[config.mk]
export PLATFORM = sky130hd
export DESIGN_NAME = fft_result_streamer_flat
export DESIGN_NICKNAME = d
export VERILOG_FILES = /design/src/rtl/fft_stream_pkg.sv /design/src/rtl/fft_result_streamer_if.sv /design/src/rtl/fft_out_fifo.sv /design/src/rtl/fft_result_streamer.sv /design/src/flat_wrapper.sv
export SDC_FILE = /design/constraint.sdc
export NUM_CORES = 1
export LEC_CHECK = 0
export CAP_MARGIN = 20
export CORE_MARGIN = 4
export CORE_UTILIZATION = 30
export CTS_CLUSTER_SIZE = 28
export DETAILED_ROUTE_END_ITERATION = 10
export PLACE_DENSITY = 0.6
export RECOVER_POWER = 100
export SLEW_MARGIN = 30
export SYNTH_ARGS = -nofsm -noshare
export SYNTH_HDL_FRONTEND = slang
export SYNTH_SLANG_ARGS = --single-unit
[constraint.sdc]
create_clock -name clk_i -period 5.15 [get_ports clk_i]
set_clock_uncertainty 0.05 [all_clocks]
set_input_delay 0.515 -clock clk_i [delete_from_list [all_inputs] [get_ports clk_i]]
set_output_delay 0.515 -clock clk_i [all_outputs]
set_load 0.05 [all_outputs]
[src/rtl/fft_stream_pkg.sv]
// rtl/fft_stream_pkg.sv - shared types, constants and helpers for the FFT result streamer
package fft_stream_pkg;

    typedef enum logic [1:0] {
        IDLE,
        STREAM,
        DRAIN
    } stream_state_t;

    // Output buffer depth; the read credit scheme is sized around it.
    localparam int FIFO_DEPTH = 2;

    // Widest address the bit-reverse helper supports.
    localparam int MAX_ADDR_W = 16;

    // Mirror the low `width` bits of `value`; bits above `width` come back as 0.
    function automatic logic [MAX_ADDR_W-1:0] bit_reverse(
        input logic [MAX_ADDR_W-1:0] value,
        input int                    width
    );
        logic [MAX_ADDR_W-1:0] mirrored;
        for (int i = 0; i < MAX_ADDR_W; i++) begin
            mirrored[i] = value[MAX_ADDR_W-1-i];
        end
        return mirrored >> (MAX_ADDR_W - width);
    endfunction

endpackage

[src/rtl/fft_result_streamer_if.sv]
// rtl/fft_result_streamer_if.sv - result memory read port plus output bin stream
interface fft_result_streamer_if #(
    parameter int ADDR_W = 4,
    parameter int DATA_W = 16
);
    logic                  mem_rd_en_o;
    logic [ADDR_W-1:0]     mem_addr_o;
    logic [2*DATA_W-1:0]   mem_rdata_i;
    logic                  out_valid_o;
    logic                  out_ready_i;
    logic [2*DATA_W-1:0]   out_data_o;
    logic [ADDR_W-1:0]     out_idx_o;
    logic                  out_last_o;

    // Streamer side: drives the memory read port and the bin stream.
    modport master (
        output mem_rd_en_o,
        output mem_addr_o,
        input  mem_rdata_i,
        output out_valid_o,
        input  out_ready_i,
        output out_data_o,
        output out_idx_o,
        output out_last_o
    );

    // Memory / consumer side.
    modport slave (
        input  mem_rd_en_o,
        input  mem_addr_o,
        output mem_rdata_i,
        input  out_valid_o,
        output out_ready_i,
        input  out_data_o,
        input  out_idx_o,
        input  out_last_o
    );
endinterface

[src/rtl/fft_out_fifo.sv]
// rtl/fft_out_fifo.sv - 2-entry synchronous FIFO of {last, idx, data} entries
module fft_out_fifo
    import fft_stream_pkg::*;
#(
    parameter int WIDTH = 36,
    parameter int CNT_W = $clog2(FIFO_DEPTH + 1)
) (
    input  logic             clk_i,
    input  logic             rst_i,
    input  logic             push_i,
    input  logic [WIDTH-1:0] push_data_i,
    input  logic             pop_i,
    output logic [WIDTH-1:0] head_o,
    output logic [CNT_W-1:0] count_o
);

    logic [WIDTH-1:0] slot0_q;
    logic [WIDTH-1:0] slot1_q;
    logic [CNT_W-1:0] count_q;
    logic             do_pop;
    logic             do_push;

    // Pops on an empty buffer and pushes into a full one (without a pop) are dropped.
    assign do_pop  = pop_i && (count_q != '0);
    assign do_push = push_i && ((count_q != CNT_W'(FIFO_DEPTH)) || do_pop);

    assign head_o  = slot0_q;
    assign count_o = count_q;

    // Slot 0 is always the head; a pop shifts slot 1 forward so order is preserved.
    always_ff @(posedge clk_i) begin
        if (rst_i) begin
            slot0_q <= '0;
            slot1_q <= '0;
            count_q <= '0;
        end else begin
            case ({do_push, do_pop})
                2'b10: begin
                    if (count_q == '0) begin
                        slot0_q <= push_data_i;
                    end else begin
                        slot1_q <= push_data_i;
                    end
                    count_q <= count_q + CNT_W'(1);
                end
                2'b01: begin
                    slot0_q <= slot1_q;
                    count_q <= count_q - CNT_W'(1);
                end
                2'b11: begin
                    if (count_q == CNT_W'(1)) begin
                        slot0_q <= push_data_i;
                    end else begin
                        slot0_q <= slot1_q;
                        slot1_q <= push_data_i;
                    end
                end
                default: begin
                end
            endcase
        end
    end

endmodule

[src/rtl/fft_result_streamer.sv]
// rtl/fft_result_streamer.sv - drains the FFT result memory as a natural-order bin stream
module fft_result_streamer
    import fft_stream_pkg::*;
#(
    parameter int N_POINTS = 16,
    parameter int DATA_W   = 16,
    parameter bit BITREV   = 1'b1,
    parameter int ADDR_W   = $clog2(N_POINTS)
) (
    input  logic                   clk_i,
    input  logic                   rst_i,
    input  logic                   done_i,
    fft_result_streamer_if.master  bus,
    output logic                   busy_o,
    output logic                   rd_done_o,
    output logic                   ovr_o
);

    localparam int ENTRY_W = 2 * DATA_W + ADDR_W + 1;
    localparam int CNT_W   = $clog2(FIFO_DEPTH + 1);

    stream_state_t      state_q;
    logic [ADDR_W:0]    rd_cnt_q;
    logic               inflight_q;
    logic [ADDR_W-1:0]  rd_idx_q;
    logic               rd_done_q;
    logic               ovr_q;

    logic [CNT_W-1:0]   fifo_count;
    logic [ENTRY_W-1:0] fifo_head;
    logic [ENTRY_W-1:0] push_entry;
    logic [CNT_W:0]     occupancy;
    logic [ADDR_W-1:0]  lin_addr;
    logic               pop;
    logic               rd_en;

    // Handshake and read credit: buffered + in-flight entries, minus the one leaving now.
    assign bus.out_valid_o = (fifo_count != '0);
    assign pop             = bus.out_valid_o & bus.out_ready_i;
    assign occupancy       = {1'b0, fifo_count}
                           + {{CNT_W{1'b0}}, inflight_q}
                           - {{CNT_W{1'b0}}, pop};
    assign rd_en           = (state_q == STREAM) && (occupancy < (CNT_W + 1)'(FIFO_DEPTH));

    // Address generation: counter walks natural order, memory may hold bit-reversed order.
    assign lin_addr        = rd_cnt_q[ADDR_W-1:0];
    assign bus.mem_rd_en_o = rd_en;
    assign bus.mem_addr_o  = BITREV ? ADDR_W'(bit_reverse(MAX_ADDR_W'(lin_addr), ADDR_W))
                                    : lin_addr;

    // Read data lands one cycle after the strobe, tagged with the index captured then.
    assign push_entry = {(rd_idx_q == ADDR_W'(N_POINTS - 1)), rd_idx_q, bus.mem_rdata_i};

    fft_out_fifo #(
        .WIDTH (ENTRY_W),
        .CNT_W (CNT_W)
    ) u_fifo (
        .clk_i       (clk_i),
        .rst_i       (rst_i),
        .push_i      (inflight_q),
        .push_data_i (push_entry),
        .pop_i       (pop),
        .head_o      (fifo_head),
        .count_o     (fifo_count)
    );

    assign {bus.out_last_o, bus.out_idx_o, bus.out_data_o} = fifo_head;

    assign busy_o    = (state_q != IDLE);
    assign rd_done_o = rd_done_q;
    assign ovr_o     = ovr_q;

    // Frame FSM with read counter, in-flight flag and registered status pulses.
    always_ff @(posedge clk_i) begin
        if (rst_i) begin
            state_q    <= IDLE;
            rd_cnt_q   <= '0;
            inflight_q <= 1'b0;
            rd_idx_q   <= '0;
            rd_done_q  <= 1'b0;
            ovr_q      <= 1'b0;
        end else begin
            rd_done_q  <= 1'b0;
            ovr_q      <= 1'b0;
            inflight_q <= rd_en;
            if (rd_en) begin
                rd_cnt_q <= rd_cnt_q + (ADDR_W + 1)'(1);
                rd_idx_q <= lin_addr;
            end
            case (state_q)
                IDLE: begin
                    if (done_i) begin
                        state_q  <= STREAM;
                        rd_cnt_q <= '0;
                    end
                end
                STREAM: begin
                    if (done_i) begin
                        ovr_q <= 1'b1;
                    end
                    if (rd_en && (rd_cnt_q == (ADDR_W + 1)'(N_POINTS - 1))) begin
                        state_q <= DRAIN;
                    end
                end
                DRAIN: begin
                    if (done_i) begin
                        ovr_q <= 1'b1;
                    end
                    if (pop && bus.out_last_o) begin
                        state_q   <= IDLE;
                        rd_done_q <= 1'b1;
                    end
                end
                default: begin
                    state_q <= IDLE;
                end
            endcase
        end
    end

endmodule

[src/flat_wrapper.sv]
// flat-port wrapper written by rule: the top's interface ports become plain ports
module fft_result_streamer_flat import fft_stream_pkg::*;
#(
    parameter int N_POINTS = 16,
    parameter int DATA_W   = 16,
    parameter bit BITREV   = 1'b1,
    parameter int ADDR_W   = $clog2(N_POINTS)
)
  (clk_i, rst_i, done_i, busy_o, rd_done_o, ovr_o, bus_mem_rd_en_o, bus_mem_addr_o, bus_mem_rdata_i, bus_out_valid_o, bus_out_ready_i, bus_out_data_o, bus_out_idx_o, bus_out_last_o);
  fft_result_streamer_if #(.ADDR_W(ADDR_W), .DATA_W(DATA_W)) bus_i ();
  input  logic clk_i;
  input  logic rst_i;
  input  logic done_i;
  output logic busy_o;
  output logic rd_done_o;
  output logic ovr_o;
  output wire logic [$bits(bus_i.mem_rd_en_o)-1:0] bus_mem_rd_en_o;
  output wire logic [$bits(bus_i.mem_addr_o)-1:0] bus_mem_addr_o;
  input wire logic [$bits(bus_i.mem_rdata_i)-1:0] bus_mem_rdata_i;
  output wire logic [$bits(bus_i.out_valid_o)-1:0] bus_out_valid_o;
  input wire logic [$bits(bus_i.out_ready_i)-1:0] bus_out_ready_i;
  output wire logic [$bits(bus_i.out_data_o)-1:0] bus_out_data_o;
  output wire logic [$bits(bus_i.out_idx_o)-1:0] bus_out_idx_o;
  output wire logic [$bits(bus_i.out_last_o)-1:0] bus_out_last_o;
  assign bus_mem_rd_en_o = bus_i.mem_rd_en_o;
  assign bus_mem_addr_o = bus_i.mem_addr_o;
  assign bus_i.mem_rdata_i = bus_mem_rdata_i;
  assign bus_out_valid_o = bus_i.out_valid_o;
  assign bus_i.out_ready_i = bus_out_ready_i;
  assign bus_out_data_o = bus_i.out_data_o;
  assign bus_out_idx_o = bus_i.out_idx_o;
  assign bus_out_last_o = bus_i.out_last_o;
  fft_result_streamer #(.N_POINTS(N_POINTS), .DATA_W(DATA_W), .BITREV(BITREV), .ADDR_W(ADDR_W)) u_core (.clk_i(clk_i), .rst_i(rst_i), .done_i(done_i), .bus(bus_i), .busy_o(busy_o), .rd_done_o(rd_done_o), .ovr_o(ovr_o));
endmodule
# Word level (Yosys, flattened, before mapping)
# Cells that the tools add are included.
# W data, S select, Z words.
# totals
latch_bits	0
ff_bits	90
n_memories	0
ramBits	0
inputBits	36
rom_bits	0
elab_cells	68
# classes
bitwise	3
n_mul	0
n_lt_le_gt_ge	1
reduce_logical	19
n_div	0
shifts	0
n_addsub	5
mux	16
n_eq_ne	15
# ops
cell	count
$mux W37	4
$pmux W37 S3	1
$pmux W37 S2	1
$mux W5	3
$ne A2 B2 Y1 const B	6
$reduce_bool A2 Y1	4
$eq A2 B1 Y1 const B	3
$eq A2 B2 Y1 const B	3
$mux W2	3
$pmux W2 S3	1
$reduce_and A3 Y1	2
$reduce_or A2 Y1	3
$add A5 B1 Y5 const B	1
$eq A5 B4 Y1 const B	1
$logic_and A1 B1 Y1	5
$eq A4 B4 Y1 const B	1
$logic_not A2 Y1	2
$pmux W2 S2	1
$add A2 B1 Y3	1
$lt A3 B2 Y1 const B	1
$reduce_bool A3 Y1	1
$sub A3 B1 Y3	1
$add A2 B1 Y2 const B	1
$mux W1	2
6 further kinds	7

# Longest topological paths before layout
# depth
ltp_word	8
depth_mapped	12

# Modules after synthesis
# From an unflattened synthesis, not the netlist that was laid out.
# hier_totals
hier_cells	467
area_unflattened_um2	4036.4
# modules_own_cells
mod	seq_area_each_um2	area_each_um2	n_inst	cells_each
fft_out_fifo	1521.5	3303.2	1	390
fft_result_streamer	280.3	733.2	1	77

# Worst setup path after synthesis
# No wires, ideal clock.
# synth_timing
path_type	flip-flop to output port
from	reg u_core.u_fifo.count_q[1] (netlist: u_core.u_fifo.count_o[1])
to	out bus_mem_rd_en_o
path_buffers	0
t_arrival_ns	2.428
stages_incl_launch_ff	11
setup_slack_ns	2.157
t_required_ns	4.585
cell_sequence	dfxtp_1 > inv_1 > ha_1 > nand2b_4 > inv_4 > ha_1 > nand2b_1 > fa_1 > xnor2_2 > nand3_2 > inv_2
# synth_via
elab_chain_len	5
# synth_rtl
element	line_no	text
start, declared	fft_out_fifo.sv:19	logic [CNT_W-1:0] count_q;
start signal, assigned	fft_out_fifo.sv:44	count_q <= count_q + CNT_W'(1);
start signal, assigned	fft_out_fifo.sv:48	count_q <= count_q - CNT_W'(1);
parallel branches: the longest is 2 deep, another holds $add A2 B1 Y3	--	
$sub A3 B1 Y3 (*)	fft_result_streamer.sv:42	- {{CNT_W{1'b0}}, pop};
$lt A3 B2 Y1 (*)	fft_result_streamer.sv:43	assign rd_en = (state_q == STREAM) && (occupancy < (CNT_W + 1)'(FIFO_DEPTH));
$logic_and A1 B1 Y1 (*)	fft_result_streamer.sv:43	
end, declared	flat_wrapper.sv:17	output wire logic [$bits(bus_i.mem_rd_en_o)-1:0] bus_mem_rd_en_o;
# Mark *: on every way between the ends.

# Final worst setup path
# Ends and elaborated chain as after synthesis.

==> key figures <==
Outcome
  • Status: finished, violations left
  • Violated checks: max-capacitance violations, max-slew violations

Global routing
  • Grt total ovfl: 0
  • Antenna violations before repair: 0
  • Largest net degree at the start of global routing: 51
  • Vias in the first global route: 2,919
  • Total track usage: 0.126
  • First-pass GRT wire length: 15.0 mm

Power and ir drop
  • Leak: 1.87 nW
  • VDD IR max: 349 µV
  • Pwr per Cell Area: 659 nW/µm²
  • Power Total: 3.31 mW

Yosys
  • Synth Instances: 394
  • Yosys warnings: 0
  • Number of flops mapped to enable cells by yosys: 0
  • Syn_area_per_cell: 9.94 µm²
  • Ys async rst share: 0
  • Netlist cell types: 44
  • Share of the synthesized area in the top cell type: 0.460
  • Register area share after synthesis: 0.460
  • Leading area contributor after synthesis: dfxtp_1
  • Mapped Area: 3920 µm²
  • FF+latch count, synth: 90
  • Synth area leaders: dfxtp_1 46%, mux2i_1 11%, a221oi_1 8.3%
  • Most used DFF post-synth: dfxtp_1
  • Syn nets: 444

Die
  • Core Region: 12,700 µm²
  • IO Count: 82
  • Site row count: 41
  • Initial Util: 0.308
  • Die width: 122 µm
  • DIE AREA: 15,000 µm²
  • Die height: 122 µm

STA
  • TNS Setup: 0 ps
  • Hold WS: 437 ps
  • Worst Slack Setup Final: 658 ps
  • Final hold vios: 0
  • F_max: 223 MHz
  • RSZ-0062 raised after global routing: no
  • Max_slew headroom: -0.448
  • Fin crit period: 4490 ps
  • Setup-failing EPs final: 0
  • Final slew viol count: 91
  • Worst Tran Pin Value: 2170 ps
  • Final Cycle Share: 0.872

Critical path
  • WS Path Type: reg2out
  • CP Data Arrival Time: 3930 ps
  • CP Launch Type: register
  • Critical path endpoint category: output port
  • Worst setup startpoint: u_core.u_fifo.count_o[1]
  • Crit-path max FO: 9
  • CP required: 4590 ps
  • RR Startpoint: u_core.u_fifo.count_o[1]

Route
  • Via-to-Cell Ratio: 4.71
  • Via count: 2,994
  • DRT Pass-1 Iters: 4
  • DRC: 0
  • Post-Route WL: 9.16 mm
  • ANT nets after route: 0
  • Starting DRT DRC Count: 194
  • Routed length per instance: 14.4 µm

Placed design
  • GP Congestion: 0.759
  • Post-DP HPWL: 6.04 mm
  • Port buffer count: 81
  • Dpl ws: 1100 ps

Run
  • Max-cap violation count: 2

Clock network
  • Clock buffer depth: 2
  • Clk sink count: 90
  • Post-CTS Setup Repair Bufs: 0
  • H-tree levels: 3
  • Clk_lat worst skew: 330 ps
  • Clock buffer count from CTS: 9
  • CTS tree: built
  • Clock Root Buffer: clkbuf_16
  • CTS resizes: 0
  • Clock slew at reported path FFs: 60 ps
  • Post-CTS Hold Fix Bufs: 0

Layout
  • Final nets: 509
  • Post-layout util: 0.395
  • Area Overhead vs Synth: 28.3%
  • Layout cells sized above 1: 0.0970
  • Ant diodes: 0

Hold path
  • Worst hold path class: reg2reg
  • Hold path startpoint: u_core.u_fifo.head_o[4]
[stage by stage]
step,instance area [µm²],instances
after floorplan,3920,394
after global placement,4740,618
after detailed placement,4780,620
after CTS,5080,636
after global routing,5020,636
final,5020,636
[cells in the final DEF (no fill, tap or decap), types with 2 or more instances in the layout]
| cell | n |
|---|---|
| dfxtp_1 | 90 |
| nor2_1 | 66 |
| dlygate4sd3_1 | 46 |
| mux2i_1 | 42 |
| a221oi_1 | 37 |
| nor3_1 | 37 |
| clkdlybuf4s50_1 | 34 |
| nor2_2 | 16 |
| ha_1 | 13 |
| inv_1 | 10 |
| clkbuf_16 | 9 |
| nand2b_1 | 8 |
| nand2_1 | 8 |
| clkbuf_1 | 6 |
| a21oi_1 | 4 |
| nand3_1 | 3 |
| clkinvlp_4 | 3 |
| nor3_2 | 2 |
| nand4_1 | 2 |
| xnor2_1 | 2 |
[cell usage after synthesis (2+ instances only)]
master    number
dfxtp_1       90
nor2_1        66
mux2i_1       42
a221oi_1      37
nor3_1        37
nor2_2        16
ha_1          13
clkbuf_1      10
inv_1         10
nand2_1        8
buf_4          7
nand2b_1       7
buf_2          6
buf_6          5
a21oi_1        4
buf_12         3
nand3_1        3
nand4_1        2
nor3_2         2
xnor2_1        2
[cell type report]
class,count,area [µm²]
Clock buffer,10,229
Clock inverter,6,66.3
Fill cell,1337,7700
Inverter,12,47.5
Multi-Input combinational cell,261,1850
Sequential cell,90,1800
Tap cell,172,215
Timing Repair Buffer,85,820
[worst max-delay path, cell delays in order, from the launching register on]
cell	delay (ps)
dfxtp_1	480
inv_1	100
ha_1	230
nand2b_1	300
inv_4	200
ha_1	240
nand2b_1	160
fa_1	410
xnor2_2	210
nand3_2	170
inv_2	190
dlygate4sd3_1	900
[worst paths after layout]
path | to | slack [ps] | cells after the start
min reg2reg | u_core.u_fifo.head_o[4] | 440 | 2
min | u_core.u_fifo.head_o[4] | 440 | 2
max | bus_mem_rd_en_o | 660 | 11
max reg2reg | u_core.u_fifo.slot1_q[14] | 1090 | 10
[state kept, by name (all words and copies together) (netlist names)]
register	cells
u_core.u_fifo.head_o	37
u_core.u_fifo.slot1_q	37
u_core.rd_cnt_q	5
u_core.rd_idx_q	4
u_core.state_q	2
u_core.u_fifo.count_o	2
u_core.inflight_q	1
u_core.ovr_o	1
u_core.rd_done_o	1
[per-layer routing]
layer	vias to the layer above	routed length, µm	track usage
met2	83	4190	0.193
li1	1516	-	-
met5	-	0	0
met3	9	440	0.0332
met4	0	104	0.0385
met1	1386	4430	0.175
[report_power, final]
| group | total (mW) | internal (mW) | leakage [nW] | switching (mW) |
|---|---|---|---|---|
| Sequential | 0.991 | 0.880 | 0.731 | 0.111 |
| Combinational | 1.67 | 0.538 | 1.00 | 1.14 |
| Clock | 0.646 | 0.377 | 0.135 | 0.269 |
[kinds of logic (layout without fill, tap and decap cells)]
group | after synthesis | in the layout | synth area share
AOI/OAI and AO/OA | 49 | 49 | 0.107
and+or+nand+nor | 152 | 152 | 0.196
xor gates and xnor gates | 4 | 4 | 0.0109
DFF | 90 | 90 | 0.460
adders and majority gates | 14 | 14 | 0.0466
muxes | 42 | 42 | 0.107
buffers and inverters | 43 | 113 | 0.0725
(Power assumes the default switching activity.)
